===== src/rtl/booth_pkg.sv =====
// Shared definitions for the sequential radix-2 Booth multiplier.
package booth_pkg;

  // Controller states
  typedef enum logic [1:0] {
    IDLE = 2'd0,
    RUN  = 2'd1,
    DONE = 2'd2
  } state_t;

  // Booth recoder pair {b_ext[0], E}
  localparam logic [1:0] PAIR_NOP_LO = 2'b00;
  localparam logic [1:0] PAIR_ADD    = 2'b01;
  localparam logic [1:0] PAIR_SUB    = 2'b10;
  localparam logic [1:0] PAIR_NOP_HI = 2'b11;

endpackage


===== src/rtl/booth_step.sv =====
// One radix-2 Booth iteration: conditional add/subtract of the multiplicand
// into the upper accumulator, then arithmetic right shift of {acc_hi, b_ext}.
module booth_step #(
  parameter int unsigned WIDTH = 16
) (
  input  logic [WIDTH+1:0] acc_hi_i,
  input  logic [WIDTH:0]   b_ext_i,
  input  logic             e_i,
  input  logic [WIDTH:0]   a_ext_i,
  output logic [WIDTH+1:0] acc_hi_o_c,
  output logic [WIDTH:0]   b_ext_o_c,
  output logic             e_o_c
);
  import booth_pkg::*;

  localparam int unsigned ACC_W = WIDTH + 2;

  logic [ACC_W-1:0] a_wide;
  logic [ACC_W-1:0] sum;

  // Recode the current pair, accumulate, then shift one place right
  always_comb begin
    a_wide = {a_ext_i[WIDTH], a_ext_i};
    case ({b_ext_i[0], e_i})
      PAIR_SUB:    sum = acc_hi_i - a_wide;
      PAIR_ADD:    sum = acc_hi_i + a_wide;
      PAIR_NOP_LO: sum = acc_hi_i;
      PAIR_NOP_HI: sum = acc_hi_i;
      default:     sum = acc_hi_i;
    endcase
    acc_hi_o_c = {sum[ACC_W-1], sum[ACC_W-1:1]};
    b_ext_o_c  = {sum[0], b_ext_i[WIDTH:1]};
    e_o_c      = b_ext_i[0];
  end

endmodule


===== src/rtl/booth_mult_seq.sv =====
// Sequential signed/unsigned multiplier, one Booth step per clock.
// Fixed latency of WIDTH+1 RUN cycles; product held until the next run ends.
module booth_mult_seq #(
  parameter int unsigned WIDTH = 16
) (
  input  logic                 clk,
  input  logic                 rst_n,
  input  logic                 start,
  input  logic                 tc,
  input  logic [WIDTH-1:0]     a,
  input  logic [WIDTH-1:0]     b,
  output logic                 busy,
  output logic                 done,
  output logic [2*WIDTH-1:0]   p
);
  import booth_pkg::*;

  localparam int unsigned EXT_W  = WIDTH + 1;
  localparam int unsigned ACC_W  = WIDTH + 2;
  localparam int unsigned PROD_W = 2 * WIDTH;
  localparam int unsigned CNT_W  = $clog2(WIDTH + 2);
  localparam logic [CNT_W-1:0] STEPS = CNT_W'(WIDTH + 1);

  state_t              state_q, state_d;
  logic [EXT_W-1:0]    a_q, a_d;
  logic [EXT_W-1:0]    b_q, b_d;
  logic [ACC_W-1:0]    acc_q, acc_d;
  logic                e_q, e_d;
  logic [CNT_W-1:0]    cnt_q, cnt_d;
  logic [PROD_W-1:0]   p_q, p_d;
  logic                busy_q, busy_d;
  logic                done_q, done_d;

  logic [ACC_W-1:0]    step_acc_c;
  logic [EXT_W-1:0]    step_b_c;
  logic                step_e_c;

  booth_step #(.WIDTH(WIDTH)) u_step (
    .acc_hi_i   (acc_q),
    .b_ext_i    (b_q),
    .e_i        (e_q),
    .a_ext_i    (a_q),
    .acc_hi_o_c (step_acc_c),
    .b_ext_o_c  (step_b_c),
    .e_o_c      (step_e_c)
  );

  // State and datapath registers with synchronous active-low reset
  always_ff @(posedge clk) begin
    if (!rst_n) begin
      state_q <= IDLE;
      a_q     <= '0;
      b_q     <= '0;
      acc_q   <= '0;
      e_q     <= 1'b0;
      cnt_q   <= '0;
      p_q     <= '0;
      busy_q  <= 1'b0;
      done_q  <= 1'b0;
    end else begin
      state_q <= state_d;
      a_q     <= a_d;
      b_q     <= b_d;
      acc_q   <= acc_d;
      e_q     <= e_d;
      cnt_q   <= cnt_d;
      p_q     <= p_d;
      busy_q  <= busy_d;
      done_q  <= done_d;
    end
  end

  // Next-state, operand capture and step sequencing
  always_comb begin
    state_d = state_q;
    a_d     = a_q;
    b_d     = b_q;
    acc_d   = acc_q;
    e_d     = e_q;
    cnt_d   = cnt_q;
    p_d     = p_q;

    case (state_q)
      IDLE, DONE: begin
        state_d = IDLE;
        if (start) begin
          state_d = RUN;
          a_d     = tc ? {a[WIDTH-1], a} : {1'b0, a};
          b_d     = tc ? {b[WIDTH-1], b} : {1'b0, b};
          acc_d   = '0;
          e_d     = 1'b0;
          cnt_d   = STEPS;
        end
      end
      RUN: begin
        acc_d = step_acc_c;
        b_d   = step_b_c;
        e_d   = step_e_c;
        cnt_d = cnt_q - CNT_W'(1);
        if (cnt_q == CNT_W'(1)) begin
          state_d = DONE;
          // Low 2*WIDTH bits of the shifted {acc_hi, b_ext} result
          p_d     = {step_acc_c[WIDTH-2:0], step_b_c};
        end
      end
      default: state_d = IDLE;
    endcase

    busy_d = (state_d == RUN);
    done_d = (state_d == DONE);
  end

  assign busy = busy_q;
  assign done = done_q;
  assign p    = p_q;

endmodule


===== config.mk =====
export PLATFORM = sky130hd
export DESIGN_NAME = booth_mult_seq
export DESIGN_NICKNAME = d
export VERILOG_FILES = /design/src/rtl/booth_pkg.sv /design/src/rtl/booth_step.sv /design/src/rtl/booth_mult_seq.sv
export SDC_FILE = /design/constraint.sdc
export NUM_CORES = 1
export LEC_CHECK = 0
export BUFFER_PORTS_ARGS = -buffer_cell sky130_fd_sc_hd__buf_2
export CAP_MARGIN = 20
export CORE_MARGIN = 3
export CORE_UTILIZATION = 30
export CTS_CLUSTER_DIAMETER = 150
export DETAILED_ROUTE_END_ITERATION = 12
export SLEW_MARGIN = 5
export SYNTH_ARGS = -nofsm -noshare
export SYNTH_HDL_FRONTEND = slang
export SYNTH_SLANG_ARGS = --single-unit

===== constraint.sdc =====
create_clock -name clk -period 6.6 [get_ports clk]
set_clock_uncertainty 0.2 [all_clocks]
set_input_delay 0.99 -clock clk [delete_from_list [all_inputs] [get_ports clk]]
set_output_delay 0.99 -clock clk [all_outputs]
set_load 0.05 [all_outputs]

# Word level (Yosys, flattened, before mapping)
# Index checks and enable logic that the tools add are counted.
word_totals:
  ff_bits: 94
  out_inout_bits: 34
  word_cells: 43
op_classes:
  eq_ne: 9
  n_addsub: 3
  reduce_logical: 8
  n_mux: 14
op_table:
  columns: ["operator", "n"]
  rows:
  - ["one-hot mux 18 bit (3 select lines)", 1]
  - ["2-to-1 mux 17 bit", 3]
  - ["one-hot mux 18 bit (2 select lines)", 1]
  - ["one-hot mux 17 bit (2 select lines)", 1]
  - ["adder 18 bit", 1]
  - ["2-to-1 mux 18 bit", 1]
  - ["subtractor 18 bit", 1]
  - ["one-hot mux 5 bit (2 select lines)", 1]
  - ["== test 2 bit, second input constant", 4]
  - ["== test 2 x 1 -> 1 bit, second input constant", 3]
  - ["AND reduction 2 bit", 3]
  - ["== test 5 x 1 -> 1 bit, second input constant", 1]
  - ["2-to-1 mux 5 bit", 1]
  - ["subtractor 5 x 1 -> 5 bit, second input constant", 1]
  - ["logical NOT 2 bit", 2]
  - ["one-hot mux 2 bit (2 select lines)", 1]
  - ["OR reduction 2 bit", 2]
  - ["2-to-1 mux 1 bit", 2]
  - ["2-to-1 mux 2 bit", 1]
  - ["inequality test 2 bit, second input constant", 1]
  - ["one-hot mux 1 bit (2 select lines)", 1]
  - ["nonzero test 2 bit", 1]

# Longest topological paths before layout
logic_depth:
  word_depth: 4
  mapped_depth: 15
  depth_no_buf: 14

# Hierarchy
# Synthesis repeated with hierarchy kept, for this count alone.
unflattened:
  cells_unflattened: 648
  area_unflattened_um2: 5247.5
by_module_without_submodules:
  columns: ["mod", "instances", "seq_area_each_um2", "cells_per_inst", "area_per_inst_um2"]
  rows:
  - ["booth_mult_seq", 1, 1881.8, 419, 3682.3]
  - ["booth_step", 1, 0.0, 229, 1565.3]

# Worst setup path after synthesis
# No wires, ideal clock.
synth_path:
  kind: "register -> register"
  startpoint: "register a_q[2]"
  endpoint: "register acc_q[16]"
  n_path_buf: 1
  slack_ps: 3226
  t_arrival_ps: 3047
  setup_time_ps: 127
  stages_incl_launch_ff: 15
  cell_sequence: "dfxtp_1 > or4_4 > nor3_1 > nand2_1 > nor2_1 > a21oi_1 > xnor2_1 > ha_1 > clkbuf_1 > a21oi_1 > o21ai_0 > or4_1 > o21ai_1 > xnor2_1 > o22ai_1"
synth_between:
  elab_chain_cells: 3
  word_cells_on_any_way: 4
  cone_classes: "add/sub: 2; mux: 2"
synth_rtl:
  columns: ["element", "line", "source"]
  rows:
  - ["start, declared", "booth_mult_seq.sv:25", "logic [EXT_W-1:0] a_q, a_d;"]
  - ["start signal, assigned", "booth_mult_seq.sv:52", "a_q <= '0;"]
  - ["start signal, assigned", "booth_mult_seq.sv:62", "a_q <= a_d;"]
  - ["adder 18 bit / subtractor 18 bit (equally long branches)", "booth_step.sv:26, booth_step.sv:25", null]
  - ["one-hot mux 18 bit (3 select lines) (*)", "booth_step.sv:24", "case ({b_ext_i[0], e_i})"]
  - ["one-hot mux 18 bit (2 select lines) (*)", "booth_mult_seq.sv:83", "case (state_q)"]
  - ["end signal, assigned", "booth_mult_seq.sv:54", "acc_q <= '0;"]
  - ["end signal, assigned", "booth_mult_seq.sv:64", "acc_q <= acc_d;"]
  - ["end, declared", "booth_mult_seq.sv:27", "logic [ACC_W-1:0] acc_q, acc_d;"]
# Mark *: on every way between the ends. The rest lies on a longest branch, timed or not.
# A chain may end at the register's enable or synchronous reset.

# Worst setup path after layout
# Ends and elaborated chain as after synthesis.

==> results.md <==
* GRT Total Usage at 13.83%
* DR WL/cell at 13.98 um
* # fillers at 1648
* RSZ-0062 raised after global routing: false
* Period utilization at 56.12%
* DRC Markers at 0
* CP top delay family: simple AND/OR/NAND/NOR gates
* Total of max-cap violations at 0
* Dpl hpwl at 8446 um
* Via Count at 4256
* Hold buffer count at CTS at 0
* Clk sink count at 93
* Chip Height at 131.2 um
* Global-route wire length before repair at 19770 um
* Initial antenna violation count at 0
* Average vias per placed instance at 4.903
* Cell depth of the worst setup path at 13
* Worst-Margin Slew at 1.104 ns
* Worst-skew pair later-pin latency at 0.34 ns
* Leading area contributor after synthesis: dfxtp_1
* Synth top area cells: dfxtp_1, a21oi_1, nand2_1
* Crit path from: a_q[2]
* Power Density at 269.6 nW/um^2
* Clock share of power at 35.3%
* Die X-Extent at 131.2 um
* Largest net degree at the start of global routing at 59
* Reg2reg start: a_q[2]
* Hold path depth at 2
* DIE AREA at 17210 um^2
* Type of the tightest min-delay check: reg2reg
* CTS root buf: clkbuf_16
* Switching power at 0.4757 mW
* Growth of design area from synthesis to finish at 17.14%
* Count leader, synth: nand2_1
* Minimum clock period at 3.704 ns
* Post-Syn Nets at 665
* Peak supply drop at 0.1182 mV
* Setup crit end kind: flip-flop
* # resized after CTS at 0
* Congestion Overflow GR at 0
* Fmax at 270.0 MHz
* Sequential cell area fraction in the yosys report at 39.60%
* Mapped Area at 4702 um^2
* Initial Util at 30.82%
* First-pass detailed-route iteration total at 4
* FF-to-FF setup slack at 2.90 ns
* Warnings, synthesis at 0
* Synth Flop Type: dfxtp_1
* Final setup vio count at 0
* Clock Tree Buf Depth at 2
* Layout Utilization at 36.10%
* Diodes inserted at 0
* Post-synth EDFFs at 0
* H-tree depth at 3
* Worst Slack Setup Final at 2.896 ns
* CTS tree: yes
* RD Place Congestion at 0.8962
* Post-route setup TNS at 0 ns
* Crit Reg-Reg Endpoint: acc_q[16]
* DRT Wirelength at 12130 um
* Mapped Cells at 607
* Worst reg2reg path depth at 13
* Synth async-reset ratio at 0%
* CP Max Fanout at 7
* Clock transition at path regs at 0.07 ns
* Internal at 1.009 mW
* Avg Cell Area, Syn at 7.746 um^2
* I/O Pins at 70
* Iter 0 DRT Violations at 308
* Final slew viol count at 0
* Setup Buffers After CTS at 0
* Worst setup endpoint: acc_q[16]
* CP max stage delay at 0.58 ns
* Core Box Area at 15260 um^2
* Crit path arrival time at 3.72 ns
* Most frequent cells after synthesis: nand2_1, a21oi_1, dfxtp_1
* Switching share of power at 32.03%
* Startpoint types: flip-flop
* Slew margin rel. at 26.24%
* Slowest stage cell, crit path: or4_4
* Outcome: finished clean
* CTS Buf Count at 9
* Buf/Inv on CP at 0
* Lkg Pwr at 2.278 nW
* Synth top area share at 39.60%
* Synth unique cells at 52
* Share of total power in sequential cells at 41.4%
* Final Power at 1.485 mW
* Rows at 45
* Hold Vio Cnt, Final at 0
* Logic pwr share at 23.3%
* Worst path cell trace: or4_4 > nor3_1 > nand2_1 > nor2_1 > a21oi_1 > xnor2_1 > ha_1 > a21oi_1 > o21ai_0 > or4_1 > o21ai_1 > xnor2_1 > o22ai_1
* Port Buffers at 69
* Layout Cells excl Fill at 868
* Layout cells sized above 1 at 15.07%
* Synth Register Bits at 93
* Dpl ws at 2.937 ns
* Setup Crit Path Kind: reg2reg
* Final Net Count at 711
* Post-Place Cells at 853
* Worst Path Required at 6.62 ns
* Vias in the first global route at 3863
* Antenna viol nets, final at 0
-- tightest hold or removal path, delay by kind of cell, from the launching register on --
| family | cells | cell delay, ns |
|---|---|---|
| and+or+nand+nor | 1 | 0.05 |
| AOI/OAI and AO/OA | 1 | 0.05 |
| DFF | 1 | 0.31 |
-- power by group through the flow --
stage	Combinational [mW]	Sequential [mW]	Clock [mW]
final	0.347	0.615	0.524
after global routing	0.391	0.619	0.559
after CTS	0.347	0.615	0.539
after detailed placement	0.346	0.627	0
after global placement	0.348	0.627	0
after floorplan	0.248	0.639	0
-- area by class of cell --
cell class                 instances  area [um^2]  share of cell area [%]
tap                              211        264.0                   4.793
inverter                          19        71.32                   1.295
clock buffer                       9        225.2                   4.089
timing repair buffer              75        390.4                   7.088
multi-input combinational        455         2625                   47.66
clock inverter                     6        70.07                   1.272
sequential                        93         1862                   33.80
-- sequential cells by signal, summed over array words and instances (netlist names) --
| register | cells |
|---|---|
| p | 32 |
| done | 1 |
| state_q | 2 |
| acc_q | 17 |
| a_q | 17 |
| e_q | 1 |
| busy | 1 |
| b_q | 17 |
| cnt_q | 5 |
-- per-layer routing --
layer | up-vias | share of wire (%) | track usage, %
met4 | 0 | 0.89 | 4.317
met5 | - | 0 | 0
met3 | 8 | 4.0 | 2.948
met2 | 82 | 42 | 19.87
li1 | 2229 | - | -
met1 | 1937 | 53 | 20.58
-- cells in the final DEF, fill, tap and decap left out, types with 4 or more instances in the layout --
cell type / n
buf_4: 6
nor3_1: 12
or3_1: 4
clkbuf_16: 9
inv_1: 18
nand3_1: 9
nand2_1: 121
buf_2: 69
nand4_1: 5
a22oi_1: 24
xnor2_1: 9
o211ai_1: 4
xor2_1: 20
ha_1: 21
a21oi_1: 93
a211oi_1: 5
nor2_1: 45
o21ai_0: 23
dfxtp_1: 93
a21o_1: 4
a31oi_1: 7
-- through the flow --
| stage | hold WS, ns | area, um^2 |
|---|---|---|
| 2_1_floorplan | 0.2438 | 4702 |
| 3_3_place_gp | 0.2409 | 5213 |
| 3_5_place_dp | 0.2448 | 5213 |
| 4_1_cts | 0.2539 | 5508 |
| 5_1_grt | 0.2676 | 5508 |
| 6_report | 0.2502 | 5508 |
-- kinds of logic (layout without fill, tap and decap cells) --
group	count (synthesis)	in the layout	synth area share [%]
and+or+nand+nor	218	218	20.36
AOI/OAI and AO/OA	183	183	23.23
DFF	93	93	39.60
buffers and inverters	59	109	4.736
xor gates and xnor gates	29	29	5.402
adders and majority gates	22	22	6.014
muxes	3	3	0.6652
-- worst min path at each step --
| stage | end | start |
|---|---|---|
| after detailed placement | p[0] | p[0] |
| final | p[0] | p[0] |
| after floorplan | a_q[12] | a_q[12] |
| after CTS | p[0] | p[0] |
| after global routing | p[0] | p[0] |
| after global placement | p[14] | p[14] |
No activity file was read; power rests on OpenSTA's default activity.
